--- config.mk ---
export PLATFORM = sky130hd
export DESIGN_NAME = rob_param
export DESIGN_NICKNAME = d
export VERILOG_FILES = /design/src/rtl/rob_param.sv
export SDC_FILE = /design/constraint.sdc
export NUM_CORES = 1
export LEC_CHECK = 0
export CORE_UTILIZATION = 37
export DETAILED_ROUTE_END_ITERATION = 16
export PLACE_DENSITY_LB_ADDON = 0.12
export SETUP_SLACK_MARGIN = 0.2
export SLEW_MARGIN = 10
export SYNTH_ARGS = -nofsm -noshare
export SYNTH_HDL_FRONTEND = slang
export SYNTH_SLANG_ARGS = --single-unit
--- constraint.sdc ---
create_clock -name clk1 -period 3.6 [get_ports clk1]
set_input_delay 0.36 -clock clk1 [delete_from_list [all_inputs] [get_ports clk1]]
set_output_delay 0.36 -clock clk1 [all_outputs]
set_load 0.1 [all_outputs]
--- src/rtl/rob_param.sv ---
// Parametrised reorder buffer: in-order allocate, out-of-order completion via the
// CDB, in-order retirement. A mispredicted entry retiring at the head flushes
// every younger entry. Two combinational tag-read ports serve operand lookup.
module rob_param #(
  parameter int DEPTH  = 8,
  parameter int TAG_W  = 3,
  parameter int DATA_W = 16,
  parameter int REG_W  = 4
) (
  input  logic              clk1,
  input  logic              rst,
  input  logic              alloc_valid,
  input  logic [3:0]        alloc_func,
  input  logic [REG_W-1:0]  alloc_rd,
  output logic              alloc_ready,
  output logic [TAG_W-1:0]  alloc_tag,
  input  logic              wb_valid,
  input  logic [TAG_W-1:0]  wb_tag,
  input  logic [DATA_W-1:0] wb_data,
  input  logic              wb_mispred,
  input  logic [TAG_W-1:0]  rd_tag_a,
  input  logic [TAG_W-1:0]  rd_tag_b,
  output logic              rd_ready_a,
  output logic              rd_ready_b,
  output logic [DATA_W-1:0] rd_data_a,
  output logic [DATA_W-1:0] rd_data_b,
  output logic              commit_valid,
  output logic [TAG_W-1:0]  commit_tag,
  output logic [REG_W-1:0]  commit_rd,
  output logic [DATA_W-1:0] commit_data,
  output logic              commit_wr,
  output logic              flush,
  output logic [TAG_W:0]    count
);

  logic [DEPTH-1:0]  valid_q, valid_d;
  logic [DEPTH-1:0]  ready_q, ready_d;
  logic [DEPTH-1:0]  mispred_q, mispred_d;
  logic [3:0]        func_q [DEPTH];
  logic [REG_W-1:0]  rd_q   [DEPTH];
  logic [DATA_W-1:0] data_q [DEPTH];

  logic [TAG_W-1:0]  head_q, head_d;
  logic [TAG_W-1:0]  tail_q, tail_d;
  logic [TAG_W:0]    count_q, count_d;

  logic              commitValid_q;
  logic [TAG_W-1:0]  commitTag_q;
  logic [REG_W-1:0]  commitRd_q;
  logic [DATA_W-1:0] commitData_q;
  logic              commitWr_q;
  logic              flush_q;

  logic allocFire;
  logic commitFire;
  logic flushFire;
  logic wbFire;
  logic hitA;
  logic hitB;

  assign alloc_ready  = !rst && (count_q != (TAG_W+1)'(DEPTH)) && !flush_q;
  assign alloc_tag    = tail_q;
  assign allocFire    = alloc_valid && alloc_ready;
  assign commitFire   = valid_q[head_q] && ready_q[head_q];
  assign flushFire    = commitFire && mispred_q[head_q];
  assign wbFire       = wb_valid && valid_q[wb_tag];

  assign commit_valid = commitValid_q;
  assign commit_tag   = commitTag_q;
  assign commit_rd    = commitRd_q;
  assign commit_data  = commitData_q;
  assign commit_wr    = commitWr_q;
  assign flush        = flush_q;
  assign count        = count_q;

  // Next-state for pointers, occupancy and per-entry status bits; a flush wipes everything.
  always_comb begin
    head_d    = head_q;
    tail_d    = tail_q;
    count_d   = count_q;
    valid_d   = valid_q;
    ready_d   = ready_q;
    mispred_d = mispred_q;
    if (flushFire) begin
      head_d    = '0;
      tail_d    = '0;
      count_d   = '0;
      valid_d   = '0;
      ready_d   = '0;
      mispred_d = '0;
    end else begin
      if (wbFire) begin
        ready_d[wb_tag]   = 1'b1;
        mispred_d[wb_tag] = wb_mispred;
      end
      if (commitFire) begin
        valid_d[head_q] = 1'b0;
        head_d          = head_q + 1'b1;
      end
      if (allocFire) begin
        valid_d[tail_q]   = 1'b1;
        ready_d[tail_q]   = 1'b0;
        mispred_d[tail_q] = 1'b0;
        tail_d            = tail_q + 1'b1;
      end
      count_d = count_q + {{TAG_W{1'b0}}, allocFire} - {{TAG_W{1'b0}}, commitFire};
    end
  end

  // Operand lookup: an entry is readable once complete, or when its result is on the CDB now.
  always_comb begin
    hitA       = wb_valid && (wb_tag == rd_tag_a);
    hitB       = wb_valid && (wb_tag == rd_tag_b);
    rd_ready_a = valid_q[rd_tag_a] && (ready_q[rd_tag_a] || hitA);
    rd_ready_b = valid_q[rd_tag_b] && (ready_q[rd_tag_b] || hitB);
    rd_data_a  = '0;
    rd_data_b  = '0;
    if (rd_ready_a) rd_data_a = hitA ? wb_data : data_q[rd_tag_a];
    if (rd_ready_b) rd_data_b = hitB ? wb_data : data_q[rd_tag_b];
  end

  // State register, entry payload writes and the registered retire/flush outputs.
  always_ff @(posedge clk1) begin
    if (rst) begin
      head_q        <= '0;
      tail_q        <= '0;
      count_q       <= '0;
      valid_q       <= '0;
      ready_q       <= '0;
      mispred_q     <= '0;
      commitValid_q <= 1'b0;
      commitTag_q   <= '0;
      commitRd_q    <= '0;
      commitData_q  <= '0;
      commitWr_q    <= 1'b0;
      flush_q       <= 1'b0;
    end else begin
      head_q        <= head_d;
      tail_q        <= tail_d;
      count_q       <= count_d;
      valid_q       <= valid_d;
      ready_q       <= ready_d;
      mispred_q     <= mispred_d;
      commitValid_q <= commitFire;
      flush_q       <= flushFire;
      if (commitFire) begin
        commitTag_q  <= head_q;
        commitRd_q   <= rd_q[head_q];
        commitData_q <= data_q[head_q];
        commitWr_q   <= !(func_q[head_q] == 4'b0101 || func_q[head_q] == 4'b0110 ||
                          func_q[head_q] == 4'b0111);
      end
      if (allocFire && !flushFire) begin
        func_q[tail_q] <= alloc_func;
        rd_q[tail_q]   <= alloc_rd;
      end
      if (wbFire && !flushFire) begin
        data_q[wb_tag] <= wb_data;
      end
    end
  end

endmodule

==> results_tabular.tex <==
\begin{tabular}{lr}
\hline
Metric & Value \\
\hline
\multicolumn{2}{l}{\textbf{Global route}} \\
\quad Antenna violations before repair & 1 \\
\quad Combined global-route utilization of all metal layers & 0.198 \\
\quad Via count of the first global-routing pass & 8,156 \\
\quad Total global routing overflow & 0 \\
\quad Wire length of the first global-routing pass & 50.4 mm \\
\quad Largest net degree at the start of global routing & 47 \\
\multicolumn{2}{l}{\textbf{Die}} \\
\quad Number of I/O pins & between 100 and 150 \\
\quad Initial Util & 0.379 \\
\quad Full die area & 34,400 um\^{}2 \\
\quad Core area & 32,800 um\^{}2 \\
\quad Overall die width & 185 um \\
\quad Die outline height & 185 um \\
\quad Core Rows & 66 \\
\multicolumn{2}{l}{\textbf{CTS}} \\
\quad Count of hold-fix buffers inserted at cts & 0 \\
\quad CTS tree & done \\
\quad Number of instances resized during post-cts repair & 0 \\
\quad CTS clock-pin slew for the worst setup and hold paths & $\sim$60 ps \\
\quad TritonCTS sink count & 255 \\
\quad Clock buffer count from CTS & 28 \\
\quad Clock latency of the later-clocked register in the worst-skew pair & 540 ps \\
\quad Root cell of the clock tree & sky130\_fd\_sc\_hd\_\_clkbuf\_16 \\
\quad H-tree depth & 1 \\
\quad Number of buffers between clock root and the deepest sink & 3 \\
\quad Post-CTS Setup Inserts & 0 \\
\multicolumn{2}{l}{\textbf{Routing}} \\
\quad Post-route ant nets & 0 \\
\quad Routed via count & 7,718 \\
\quad DR DRC count & 0 \\
\quad Routed length per instance & 23.1 um \\
\quad Number of iterations in the first detailed-routing pass & 5 \\
\quad DRC marker count from the first detailed-route iteration & $\sim$580 \\
\quad Via count normalized by instance count & 5.50 \\
\quad Post-detailed-routing wire length & 32.4 mm \\
\multicolumn{2}{l}{\textbf{Critical path}} \\
\quad Reg-to-Reg End & data\_q[1][10] \\
\quad Peak per-stage delay on the critical path & approximately 670 ps \\
\quad Endpoint of the worst setup timing path & rd\_data\_a[14] \\
\quad CP Launch Type & primary input \\
\quad Launching point of the worst reg2reg path & head\_q[1] \\
\quad Worst setup EP type & primary output \\
\quad Arrival time at the worst endpoint & 2750 ps \\
\quad Reg-to-reg slack, setup & 920 ps \\
\quad Critical-path top delay cell & sky130\_fd\_sc\_hd\_\_clkdlybuf4s50\_1 \\
\quad Setup CP Type & primary input to primary output \\
\quad Maximum fanout encountered on the critical timing path & 10 \\
\quad First element of the critical path & wb\_tag[0] \\
\quad Cell with the most instances on the worst path & sky130\_fd\_sc\_hd\_\_buf\_12 \\
\quad Req. time, crit path & 3240 ps \\
\quad Ordered list of cells on the worst path & clkdlybuf4s50\_1 > xnor2\_1 > nand4\_1 > inv\_1 > o21ai\_0 > o21a\_1 > buf\_12 > a211oi\_1 > buf\_12 \\
\quad R2R cell count & 8 \\
\multicolumn{2}{l}{\textbf{Logic synthesis}} \\
\quad Fraction of synthesis flops using an asynchronous set or reset pin & 0 \\
\quad Register bit count reported by yosys & 255 \\
\quad Share of the yosys chip area belonging to registers & 0.565 \\
\quad Yosys cell types & 47 \\
\quad Cells after synthesis & 826 \\
\quad Mapped Nets & 872 \\
\quad Commonest register cell after synthesis & sky130\_fd\_sc\_hd\_\_edfxtp\_1 \\
\quad Combined area of all synthesized cells & 12,400 um\^{}2 \\
\quad Avg Cell Area, Syn & 15.1 um\^{}2 \\
\quad Total of warnings raised by yosys & 0 \\
\quad Number of enable-type register cells in the synthesized netlist & around 190 \\
\multicolumn{2}{l}{\textbf{STA}} \\
\quad Least-Margin Pin Slew & 997 ps \\
\quad Fmax & 321 MHz \\
\quad Minimum setup slack in the final design & 487 ps \\
\quad WHS & 480 ps \\
\quad \# setup viols final & 0 \\
\quad Minimum clock period after layout & 3110 ps \\
\quad Unrepaired setup endpoints after global routing & no \\
\quad Final count of pins violating max slew & 0 \\
\quad Headroom to the max-slew limit & 0.333 \\
\quad Number of endpoints with negative hold slack in the final report & 0 \\
\quad Final Cycle Share & 0.865 \\
\quad Worst Clk Skew & around 8 ps \\
\multicolumn{2}{l}{\textbf{Layout}} \\
\quad Final-stage net count & just under 1,000 \\
\quad Fill count & 2,875 \\
\quad Proportion of layout cells with a drive suffix above 1 & 0.264 \\
\quad Antenna fix cells & 0 \\
\quad Register Area & $\sim$7000 um\^{}2 \\
\quad Total area of multi-input combinational cells & about 5000 um\^{}2 \\
\quad Area Growth Syn to Fin & 23.2\% \\
\multicolumn{2}{l}{\textbf{Outcome}} \\
\quad Result of the run & complete, no violations \\
\multicolumn{2}{l}{\textbf{Power and ir drop}} \\
\quad Standby leakage power & between 0.004 and 0.005 uW \\
\quad Ratio of total power to cell area & 421 nW/um\^{}2 \\
\quad Max rail drop VDD & 0.531 mV \\
\quad Seq pwr share & 0.495 \\
\quad Internal power consumption & 4960 uW \\
\quad Power share of the clock group & 0.424 \\
\quad Switching pwr & about 1500 uW \\
\quad Share of total power in combinational logic & 0.081 \\
\quad Sw frac & 0.231 \\
\multicolumn{2}{l}{\textbf{Run}} \\
\quad Max cap viols & 0 \\
\multicolumn{2}{l}{\textbf{Placement}} \\
\quad Last weighted congestion value of the routability-driven placer & 0.775 \\
\quad Worst setup slack before clock tree synthesis & 458 ps \\
\quad Detailed placement HPWL & $\sim$20 mm \\
\quad PortBufs & 105 \\
\multicolumn{2}{l}{\textbf{Hold path}} \\
\quad HP Class & flop to flop \\
\hline
\end{tabular}
==> cell usage after synthesis, types with 6 or more instances <==
library cell	number	area (um^2)
sky130_fd_sc_hd__edfxtp_1	192	5770
sky130_fd_sc_hd__mux4_2	114	2570
sky130_fd_sc_hd__nor2_1	93	349
sky130_fd_sc_hd__mux2i_1	65	651
sky130_fd_sc_hd__dfxtp_1	63	1260
sky130_fd_sc_hd__a211oi_1	52	390
sky130_fd_sc_hd__buf_2	27	135
sky130_fd_sc_hd__clkbuf_1	23	86.3
sky130_fd_sc_hd__nand2_1	23	86.3
sky130_fd_sc_hd__a21oi_1	19	95.1
sky130_fd_sc_hd__inv_1	17	63.8
sky130_fd_sc_hd__nor3_1	16	80.1
sky130_fd_sc_hd__nor2b_1	13	81.3
sky130_fd_sc_hd__o21ai_0	11	55.1
sky130_fd_sc_hd__nand3_1	8	40.0
sky130_fd_sc_hd__o211ai_1	8	60.1
sky130_fd_sc_hd__ha_1	7	87.6
sky130_fd_sc_hd__xnor2_1	7	61.3
sky130_fd_sc_hd__buf_4	6	45.0
==> per-layer routing <==
metal | vias to the layer above | GRT usage | part of all wire
li1 | 3521 | - | -
met1 | 3945 | 0.263 | 0.44
met2 | 198 | 0.338 | 0.49
met3 | 52 | 0.0285 | 0.045
met4 | 2 | 0.0562 | 0.026
met5 | - | 0 | 0.00040
==> cell families after synthesis <==
kind of cell,synth area share
xor gates and xnor gates,0.00704
AOI/OAI and AO/OA,0.0616
muxes,0.259
buffers and inverters,0.0317
adders and majority gates,0.00865
DFF,0.565
and+or+nand+nor,0.0673
==> worst min path at each step <==
stage / start / to / slack [ps] / cells after the start
2_1_floorplan: wb_data[0] / data_q[0][0] / 460 / 0
4_1_cts: commit_wr / commit_wr / 480 / 2
6_report: commit_wr / commit_wr / 480 / 2
5_1_grt: commit_tag[2] / commit_tag[2] / 510 / 2
3_3_place_gp: commit_wr / commit_wr / 470 / 2
3_5_place_dp: commit_wr / commit_wr / 470 / 2
==> flip-flops by register name, indices dropped and copies added (netlist names), named ones only <==
name / count
commit_rd: 4
ready_q: 8
commit_valid: 1
rd_q: 32
alloc_tag: 3
flush: 1
count: 4
data_q: 128
commit_wr: 1
mispred_q: 8
commit_data: 16
valid_q: 8
func_q: 32
commit_tag: 3
head_q: 3
==> worst max-delay path: cells and delay by family <==
| kind | cells | cell delay (ps) |
|---|---|---|
| compound gates | 3 | 810 |
| xor+xnor | 1 | 160 |
| buf+inv | 4 | 1270 |
| simple gates | 1 | 140 |
==> cell type report <==
type                            instances  area share
Timing Repair Buffer                  148       0.114
Multi-Input combinational cell        489       0.329
Clock inverter                         11     0.00604
Tap cell                              442      0.0361
Clock buffer                           41      0.0515
Inverter                               18     0.00441
Sequential cell                       255       0.459
==> layout by cell type (no fill, tap or decap), types with 8 or more instances in the layout <==
cell type and n:
sky130_fd_sc_hd__nor3_1 16, sky130_fd_sc_hd__a211oi_1 52, sky130_fd_sc_hd__nand2_1 23, sky130_fd_sc_hd__inv_1 17, sky130_fd_sc_hd__dfxtp_1 60, sky130_fd_sc_hd__o21ai_0 11
sky130_fd_sc_hd__clkdlybuf4s50_1 66, sky130_fd_sc_hd__mux4_2 114, sky130_fd_sc_hd__clkbuf_1 9, sky130_fd_sc_hd__clkbuf_16 28, sky130_fd_sc_hd__nor2_1 91, sky130_fd_sc_hd__buf_4 40
sky130_fd_sc_hd__buf_12 38, sky130_fd_sc_hd__nand3_1 8, sky130_fd_sc_hd__a21oi_1 19, sky130_fd_sc_hd__edfxtp_1 192, sky130_fd_sc_hd__mux2i_1 64, sky130_fd_sc_hd__o211ai_1 8
==> power groups by stage <==
| stage | Combinational, uW | Sequential [uW] | Clock, uW |
|---|---|---|---|
| floorplan | 270 | 3340 | 0 |
| global placement | 526 | 3260 | 0 |
| detailed placement | 527 | 3260 | 0 |
| CTS | 529 | 3200 | 2790 |
| global route | 560 | 3200 | 2930 |
| finish | 522 | 3200 | 2740 |
==> stage by stage <==
stage / cell area [um^2] / utilization / std cells / setup TNS, ps / total power [uW]
final: 15300 / 0.467 / 1404 / 0 / 6450
after global routing: 15300 / 0.467 / 1404 / 0 / 6680
after CTS: 15300 / 0.467 / 1404 / 0 / 6520
after detailed placement: 14400 / 0.441 / 1352 / 0 / 3790
after global placement: 14400 / 0.441 / 1352 / 0 / 3790
after floorplan: 12400 / - / 826 / -15340 / 3610
(Power assumes the default switching activity.)
